--- config.mk ---
export PLATFORM = sky130hd
export DESIGN_NAME = sspis_reg_bridge
export DESIGN_NICKNAME = d
export VERILOG_FILES = /design/src/rtl/sspis_pkg.sv /design/src/rtl/sspis_sync.sv /design/src/rtl/sspis_reg_bridge.sv
export SDC_FILE = /design/constraint.sdc
export NUM_CORES = 1
export LEC_CHECK = 0
export BUFFER_PORTS_ARGS = -buffer_cell sky130_fd_sc_hd__buf_2
export CAP_MARGIN = 0
export CORE_MARGIN = 1
export CORE_UTILIZATION = 50
export CTS_CLUSTER_SIZE = 14
export DETAILED_ROUTE_END_ITERATION = 6
export PLACE_DENSITY = 0.7
export SLEW_MARGIN = 15
export SYNTH_ARGS = -nofsm -noshare
export SYNTH_HDL_FRONTEND = slang
export SYNTH_SLANG_ARGS = --single-unit
--- constraint.sdc ---
create_clock -name app_clk -period 2.9 [get_ports app_clk]
set_input_delay 0.29 -clock app_clk [delete_from_list [all_inputs] [get_ports app_clk]]
set_output_delay 0.29 -clock app_clk [all_outputs]
set_load 0.01 [all_outputs]
--- src/rtl/sspis_pkg.sv ---
// Shared command codes, FSM states and status-byte layout for the SPI register bridge.
// Latency: n/a (declarations only).
// Backpressure: n/a.
package sspis_pkg;

  localparam logic [7:0] CMD_WR = 8'h02;
  localparam logic [7:0] CMD_RD = 8'h03;
  localparam logic [7:0] CMD_ST = 8'h05;

  typedef enum logic [2:0] {
    ST_IDLE,
    ST_CMD,
    ST_ADDR,
    ST_WDATA,
    ST_RDUMMY,
    ST_RDATA,
    ST_STATUS,
    ST_IGNORE
  } state_t;

  localparam int STAT_RD_TMO   = 0;
  localparam int STAT_WR_OVR   = 1;
  localparam int STAT_BUS_BUSY = 2;

  function automatic logic [7:0] status_byte(input logic busy, input logic ovr, input logic tmo);
    logic [7:0] s;
    s = 8'h00;
    s[STAT_BUS_BUSY] = busy;
    s[STAT_WR_OVR]   = ovr;
    s[STAT_RD_TMO]   = tmo;
    return s;
  endfunction

endpackage

--- src/rtl/sspis_sync.sv ---
// Two-flop synchronizer for sck/ssn/si with sck and ssn edge pulses.
// Latency: 2 app_clk to synced level, edge pulse acted on 3 app_clk after the pin edge.
// Backpressure: none; pins are sampled every app_clk.
module sspis_sync (
  input  logic app_clk,
  input  logic arst_n,
  input  logic sck,
  input  logic ssn,
  input  logic si,
  output logic si_s,
  output logic ssn_s,
  output logic sck_rise,
  output logic sck_fall,
  output logic ssn_rise,
  output logic ssn_fall
);

  logic [2:0] sck_q;
  logic [2:0] ssn_q;
  logic [1:0] si_q;

  // ssn resets high so a deselected bus never produces a spurious frame start
  always_ff @(posedge app_clk or negedge arst_n) begin
    if (!arst_n) begin
      sck_q <= 3'b000;
      ssn_q <= 3'b111;
      si_q  <= 2'b00;
    end else begin
      sck_q <= {sck_q[1:0], sck};
      ssn_q <= {ssn_q[1:0], ssn};
      si_q  <= {si_q[0], si};
    end
  end

  assign si_s     = si_q[1];
  assign ssn_s    = ssn_q[1];
  assign sck_rise = sck_q[1] & ~sck_q[2];
  assign sck_fall = ~sck_q[1] & sck_q[2];
  assign ssn_rise = ssn_q[1] & ~ssn_q[2];
  assign ssn_fall = ~ssn_q[1] & ssn_q[2];

endmodule

--- src/rtl/sspis_reg_bridge.sv ---
// SPI mode-0 target turning WRITE/READ/STATUS frames into register-bus transactions.
// Latency: 3 app_clk pin-to-action; write request 1 cycle after the last data bit is seen.
// Backpressure: a write arriving while the bus is busy is dropped (wr_ovr); late read data is dropped (rd_tmo).
module sspis_reg_bridge
  import sspis_pkg::*;
(
  input  logic        app_clk,
  input  logic        arst_n,
  input  logic        sck,
  input  logic        ssn,
  input  logic        si,
  output logic        so,
  output logic        so_en,
  output logic        reg_cs,
  output logic        reg_wr,
  output logic [31:0] reg_addr,
  output logic [31:0] reg_wdata,
  output logic [3:0]  reg_be,
  input  logic [31:0] reg_rdata,
  input  logic        reg_ack
);

  logic        si_s, ssn_s, sck_rise, sck_fall, ssn_rise, ssn_fall;
  state_t      state_q, state_d;
  logic [5:0]  cnt;
  logic [31:0] rx_sr, rx_next, tx_sr, addr, rbuf, tx_word;
  logic        cmd_rd, so_q, buf_vld, rd_want, rd_keep, rd_tmo, wr_ovr;
  logic        cmd_done, addr_done, word_done, st_done, tx_load, tx_state;
  logic        rd_ack, rd_accept, buf_avail;

  sspis_sync u_sync (
    .app_clk  (app_clk),
    .arst_n   (arst_n),
    .sck      (sck),
    .ssn      (ssn),
    .si       (si),
    .si_s     (si_s),
    .ssn_s    (ssn_s),
    .sck_rise (sck_rise),
    .sck_fall (sck_fall),
    .ssn_rise (ssn_rise),
    .ssn_fall (ssn_fall)
  );

  assign rx_next   = {rx_sr[30:0], si_s};
  assign rd_ack    = reg_cs & reg_ack & ~reg_wr;
  assign rd_accept = rd_ack & rd_keep & ~ssn_rise;
  // an ack landing on the word-load cycle feeds the shifter directly
  assign buf_avail = buf_vld | (rd_ack & rd_keep);
  assign tx_word   = buf_vld ? rbuf : reg_rdata;
  assign tx_state  = (state_q == ST_RDUMMY) || (state_q == ST_RDATA) || (state_q == ST_STATUS);
  assign so_en     = tx_state & ~ssn_s;
  assign so        = so_q & so_en;
  assign reg_be    = 4'hF;

  always_comb begin
    state_d   = state_q;
    cmd_done  = 1'b0;
    addr_done = 1'b0;
    word_done = 1'b0;
    st_done   = 1'b0;
    tx_load   = 1'b0;
    if (ssn_rise) begin
      state_d = ST_IDLE;
    end else begin
      case (state_q)
        ST_IDLE: if (ssn_fall) state_d = ST_CMD;
        ST_CMD: if (sck_rise && cnt == 6'd7) begin
          cmd_done = 1'b1;
          if (rx_next[7:0] == CMD_WR || rx_next[7:0] == CMD_RD) state_d = ST_ADDR;
          else if (rx_next[7:0] == CMD_ST)                      state_d = ST_STATUS;
          else                                                  state_d = ST_IGNORE;
        end
        ST_ADDR: if (sck_rise && cnt == 6'd31) begin
          addr_done = 1'b1;
          state_d   = cmd_rd ? ST_RDUMMY : ST_WDATA;
        end
        ST_WDATA:  word_done = sck_rise && cnt == 6'd31;
        ST_RDUMMY: if (sck_rise && cnt == 6'd7) state_d = ST_RDATA;
        ST_RDATA:  tx_load = sck_fall && cnt == 6'd0;
        ST_STATUS: if (sck_rise && cnt == 6'd7) begin
          st_done = 1'b1;
          state_d = ST_IGNORE;
        end
        default: ;
      endcase
    end
  end

  always_ff @(posedge app_clk or negedge arst_n) begin
    if (!arst_n) state_q <= ST_IDLE;
    else         state_q <= state_d;
  end

  always_ff @(posedge app_clk or negedge arst_n) begin
    if (!arst_n) begin
      cnt       <= '0;
      rx_sr     <= '0;
      tx_sr     <= '0;
      so_q      <= 1'b0;
      cmd_rd    <= 1'b0;
      addr      <= '0;
      rbuf      <= '0;
      buf_vld   <= 1'b0;
      rd_want   <= 1'b0;
      rd_keep   <= 1'b0;
      rd_tmo    <= 1'b0;
      wr_ovr    <= 1'b0;
      reg_cs    <= 1'b0;
      reg_wr    <= 1'b0;
      reg_addr  <= '0;
      reg_wdata <= '0;
    end else begin
      if (state_d != state_q) cnt <= '0;
      else if (sck_rise)
        cnt <= (cnt == 6'd31 && (state_q == ST_WDATA || state_q == ST_RDATA)) ? 6'd0 : cnt + 6'd1;
      if (sck_rise) rx_sr <= rx_next;

      if (reg_cs && reg_ack) begin
        reg_cs  <= 1'b0;
        rd_keep <= 1'b0;
      end else if (!reg_cs && rd_want) begin
        reg_cs   <= 1'b1;
        reg_wr   <= 1'b0;
        reg_addr <= addr;
        rd_want  <= 1'b0;
        rd_keep  <= 1'b1;
      end

      if (rd_accept) begin
        addr <= addr + 32'd4;
        if (!tx_load) begin
          rbuf    <= reg_rdata;
          buf_vld <= 1'b1;
        end
      end

      if (cmd_done) begin
        cmd_rd <= (rx_next[7:0] == CMD_RD);
        tx_sr  <= {status_byte(reg_cs, wr_ovr, rd_tmo), 24'h0};
        so_q   <= 1'b0;
      end

      if (addr_done) begin
        addr    <= rx_next;
        rd_want <= cmd_rd;
        tx_sr   <= '0;
        so_q    <= 1'b0;
      end

      if (tx_load) begin
        if (buf_avail) begin
          tx_sr   <= {tx_word[30:0], 1'b0};
          so_q    <= tx_word[31];
          buf_vld <= 1'b0;
          rd_want <= 1'b1;
        end else begin
          tx_sr   <= '0;
          so_q    <= 1'b0;
          rd_tmo  <= 1'b1;
          rd_keep <= 1'b0;
          rd_want <= 1'b0;
        end
      end else if (sck_fall && tx_state) begin
        so_q  <= tx_sr[31];
        tx_sr <= {tx_sr[30:0], 1'b0};
      end

      // a still-pending previous write means this word has nowhere to go
      if (word_done) begin
        if (reg_cs) begin
          wr_ovr <= 1'b1;
        end else begin
          reg_cs    <= 1'b1;
          reg_wr    <= 1'b1;
          reg_addr  <= addr;
          reg_wdata <= rx_next;
          addr      <= addr + 32'd4;
        end
      end

      if (st_done) begin
        rd_tmo <= 1'b0;
        wr_ovr <= 1'b0;
      end

      if (ssn_rise) begin
        rd_want <= 1'b0;
        rd_keep <= 1'b0;
        buf_vld <= 1'b0;
      end
    end
  end

endmodule
==> impl_metrics.tcl <==
set metrics [dict create \
    powerDensity_nw_per_um2 637 \
    grt_pass1_vias 6628 \
    path_clk_slew_ns 0.06 \
    finalNonFillerCells 1231 \
    drc_errors 0 \
    hp-class "input port to flop" \
    swShare 0.236 \
    comb_power_share 0.090 \
    dr.pass1.iters 5 \
    cts_tree "done" \
    portBuffers 105 \
    cp-end-kind "flop" \
    final.min_clock_period_ns 2.32 \
    switchingPower_w 0.00171 \
    ctsResizeCount 0 \
    holdBufCountCts 6 \
    power.share.clock 0.426 \
    synth-async-reset-ratio 1.00 \
    dieArea_um2 19900 \
    setup_tns_ns 0 \
    worst_pin_slew_ns 0.638 \
    yosysUniqueCellTypes 55 \
    ys_seq_elements 216 \
    grt_usage 0.217 \
    synthesis.area_um2 9680 \
    avgSynthCellArea_um2 11.3 \
    cp_data_arrival_time_ns 2.69 \
    start_util 0.514 \
    drive_above_1_share 0.307 \
    antenna_found_initial 0 \
    leakage_nw 5.21 \
    num_antenna_cells 0 \
    fin_nets 996 \
    place.gp.congestion 0.836 \
    vias_per_cell 5.52 \
    vdd_drop_max_v 0.000445 \
    crit_required_ns 3.26 \
    cts_sinks 216 \
    cts_buffer_depth 3 \
    finalCritPeriodShare 0.801 \
    drt_first_iter_violations 427 \
    p_int_w 0.00553 \
    fillers 1510 \
    die_h_um 141 \
    rsz0062_at_grt "no" \
    cts-root-buf "clkbuf_16" \
    grt_max_degree 73 \
    netlist_instances 854 \
    dp_hpwl_mm 13.4 \
    grt_pass1_wl_mm 34.7 \
    ios 110 \
    clock_latency_ns 0.51 \
    final-setup-viol-count 0 \
    htree_levels 1 \
    vias 6799 \
    overflow 0 \
    startpoint_type "flop" \
    finalHoldViolations 0 \
    core_area_um2 18800 \
    synth-edff-count 0 \
    maxCapViolCount 0 \
    relSlewSlack 0.574 \
    fmax_mhz 430 \
    drt_wl_total_mm 20.8 \
    numCtsBuffers 24 \
    finalClockSkew_ns 0.00818 \
    power_frac_seq 0.484 \
    ant_nets 0 \
    yosysSeqAreaShare 0.559 \
    rows 50 \
    status "complete, no violations" \
    slew_viol_final 0 \
    synth-main-ff-cell "dfrtp_1" \
    placed_cells 1183 \
    cts_setup_buffers 0 \
    die_x_um 141 \
    critical_path_class "flop to flop" \
    wl_per_cell_um 16.9 \
    cp_max_fo 29 \
    area_growth_pct 17.4 \
    yosysWarnings 0 \
]
==> through the flow <==
stage	setup WS (ns)	utilization	hold slack [ns]	power [W]	cell area [µm²]
2_1_floorplan	0.760	-	-0.00559	0.00387	9690
3_3_place_gp	0.663	0.557	0.304	0.00418	10500
3_5_place_dp	0.604	0.557	0.307	0.00420	10500
4_1_cts	0.596	0.603	0.00995	0.00732	11400
5_1_grt	0.449	0.603	0.0184	0.00757	11400
6_report	0.576	0.603	0.0283	0.00724	11400
==> cell families after synthesis <==
kind of cell,count (synthesis),synth area share
AO/OA/AOI/OAI,158,0.107
XOR/XNOR,29,0.0263
adder cells (fa/ha/maj),3,0.00388
buffers and inverters,72,0.0318
flip-flops,216,0.559
multiplexers,127,0.148
other,1,0.000388
AND/OR/NAND/NOR,248,0.124
==> cells in the mapped netlist (3+ instances only) <==
library cell  instances  area, µm²
dfrtp_1             213       5330
mux2_2              124       1400
nand2_1              79        297
nor2_1               71        267
a21oi_1              52        260
clkbuf_1             39        146
a211oi_1             28        210
o2bb2ai_1            28        245
o21ai_0              27        135
nand3_1              22        110
xor2_1               17        149
nand4_1              14       87.6
inv_1                12       45.0
xnor2_1              12        105
and3_1               11       68.8
nor3_1               11       55.1
buf_2                 9       45.0
a31oi_1               6       37.5
buf_1                 6       22.5
and4_1                5       43.8
buf_4                 5       37.5
nand2b_1              4       25.0
nor2b_1               4       25.0
nor4_1                4       25.0
or3_1                 4       25.0
a32oi_1               3       26.3
dfstp_2               3       78.8
ha_1                  3       37.5
nor3b_1               3       22.5
or4_1                 3       22.5
==> metal layers <==
| metal | track usage | routed length, µm | vias up | share of wire |
|---|---|---|---|---|
| li1 | - | - | 3263 | - |
| met1 | 0.328 | 10000 | 3326 | 0.48 |
| met2 | 0.327 | 9250 | 174 | 0.45 |
| met3 | 0.0296 | 1060 | 36 | 0.051 |
| met4 | 0.0635 | 429 | 0 | 0.021 |
| met5 | 0 | 0 | - | 0 |
==> critical path: stages, from the launching register on <==
cell,delay [ns]
dfrtp_1,0.38
ha_1,0.19
and3_2,0.26
and3_1,0.23
and3_1,0.24
buf_4,0.32
mux2_2,0.37
a31oi_1,0.13
a31oi_1,0.05
==> cell usage in the layout (no fill, tap or decap), types with 4 or more instances in the layout <==
master	synthesis	routed
dfrtp_1	213	212
mux2_2	124	124
buf_2	9	104
nand2_1	79	79
nor2_1	71	69
a21oi_1	52	52
a211oi_1	28	28
o2bb2ai_1	28	28
o21ai_0	27	27
clkbuf_16	0	25
nand3_1	22	22
buf_4	5	19
xor2_1	17	17
nand4_1	14	14
inv_1	12	12
xnor2_1	12	12
and3_1	11	11
nor3_1	11	11
clkbuf_1	39	7
a31oi_1	6	6
dlygate4sd3_1	0	6
and4_1	5	5
or3_1	4	4
nand2b_1	4	4
nor4_1	4	4
conb_1	1	4
clkbuf_8	0	4
==> power groups by stage <==
stage | Sequential [W] | Combinational (W) | Clock, W
floorplan | 0.00349 | 0.000380 | 0
global placement | 0.00355 | 0.000632 | 0
detailed placement | 0.00355 | 0.000648 | 0
CTS | 0.00350 | 0.000659 | 0.00316
global route | 0.00354 | 0.000728 | 0.00330
finish | 0.00350 | 0.000652 | 0.00309
==> layout make-up <==
class	count	area, µm²	share of cell area
inverters	12	45.0	0.00397
well taps	260	325	0.0286
clock buffers	36	707	0.0622
clock inverters	6	105	0.00925
repair buffers	132	778	0.0685
multi-input cells	569	3990	0.351
flip-flops and latches	216	5410	0.476
==> final timing paths <==
| path | start | endpoint | slack [ns] | cells after the start |
|---|---|---|---|---|
| min | reg_rdata[8] | rbuf[8] | 0.03 | 2 |
| max reg2reg | cnt[0] | addr[22] | 0.58 | 8 |
| max in group asynchronous | arst_n | asynchronous set/reset pin | 1.81 | 3 |
| min reg2reg | u_sync.si_q[0] | u_sync.si_q[1] | 0.35 | 0 |
| min in group asynchronous | arst_n | rbuf[7] | 0.35 | 2 |
| max | cnt[0] | addr[22] | 0.58 | 8 |
No activity file was read; power rests on OpenSTA's default activity.
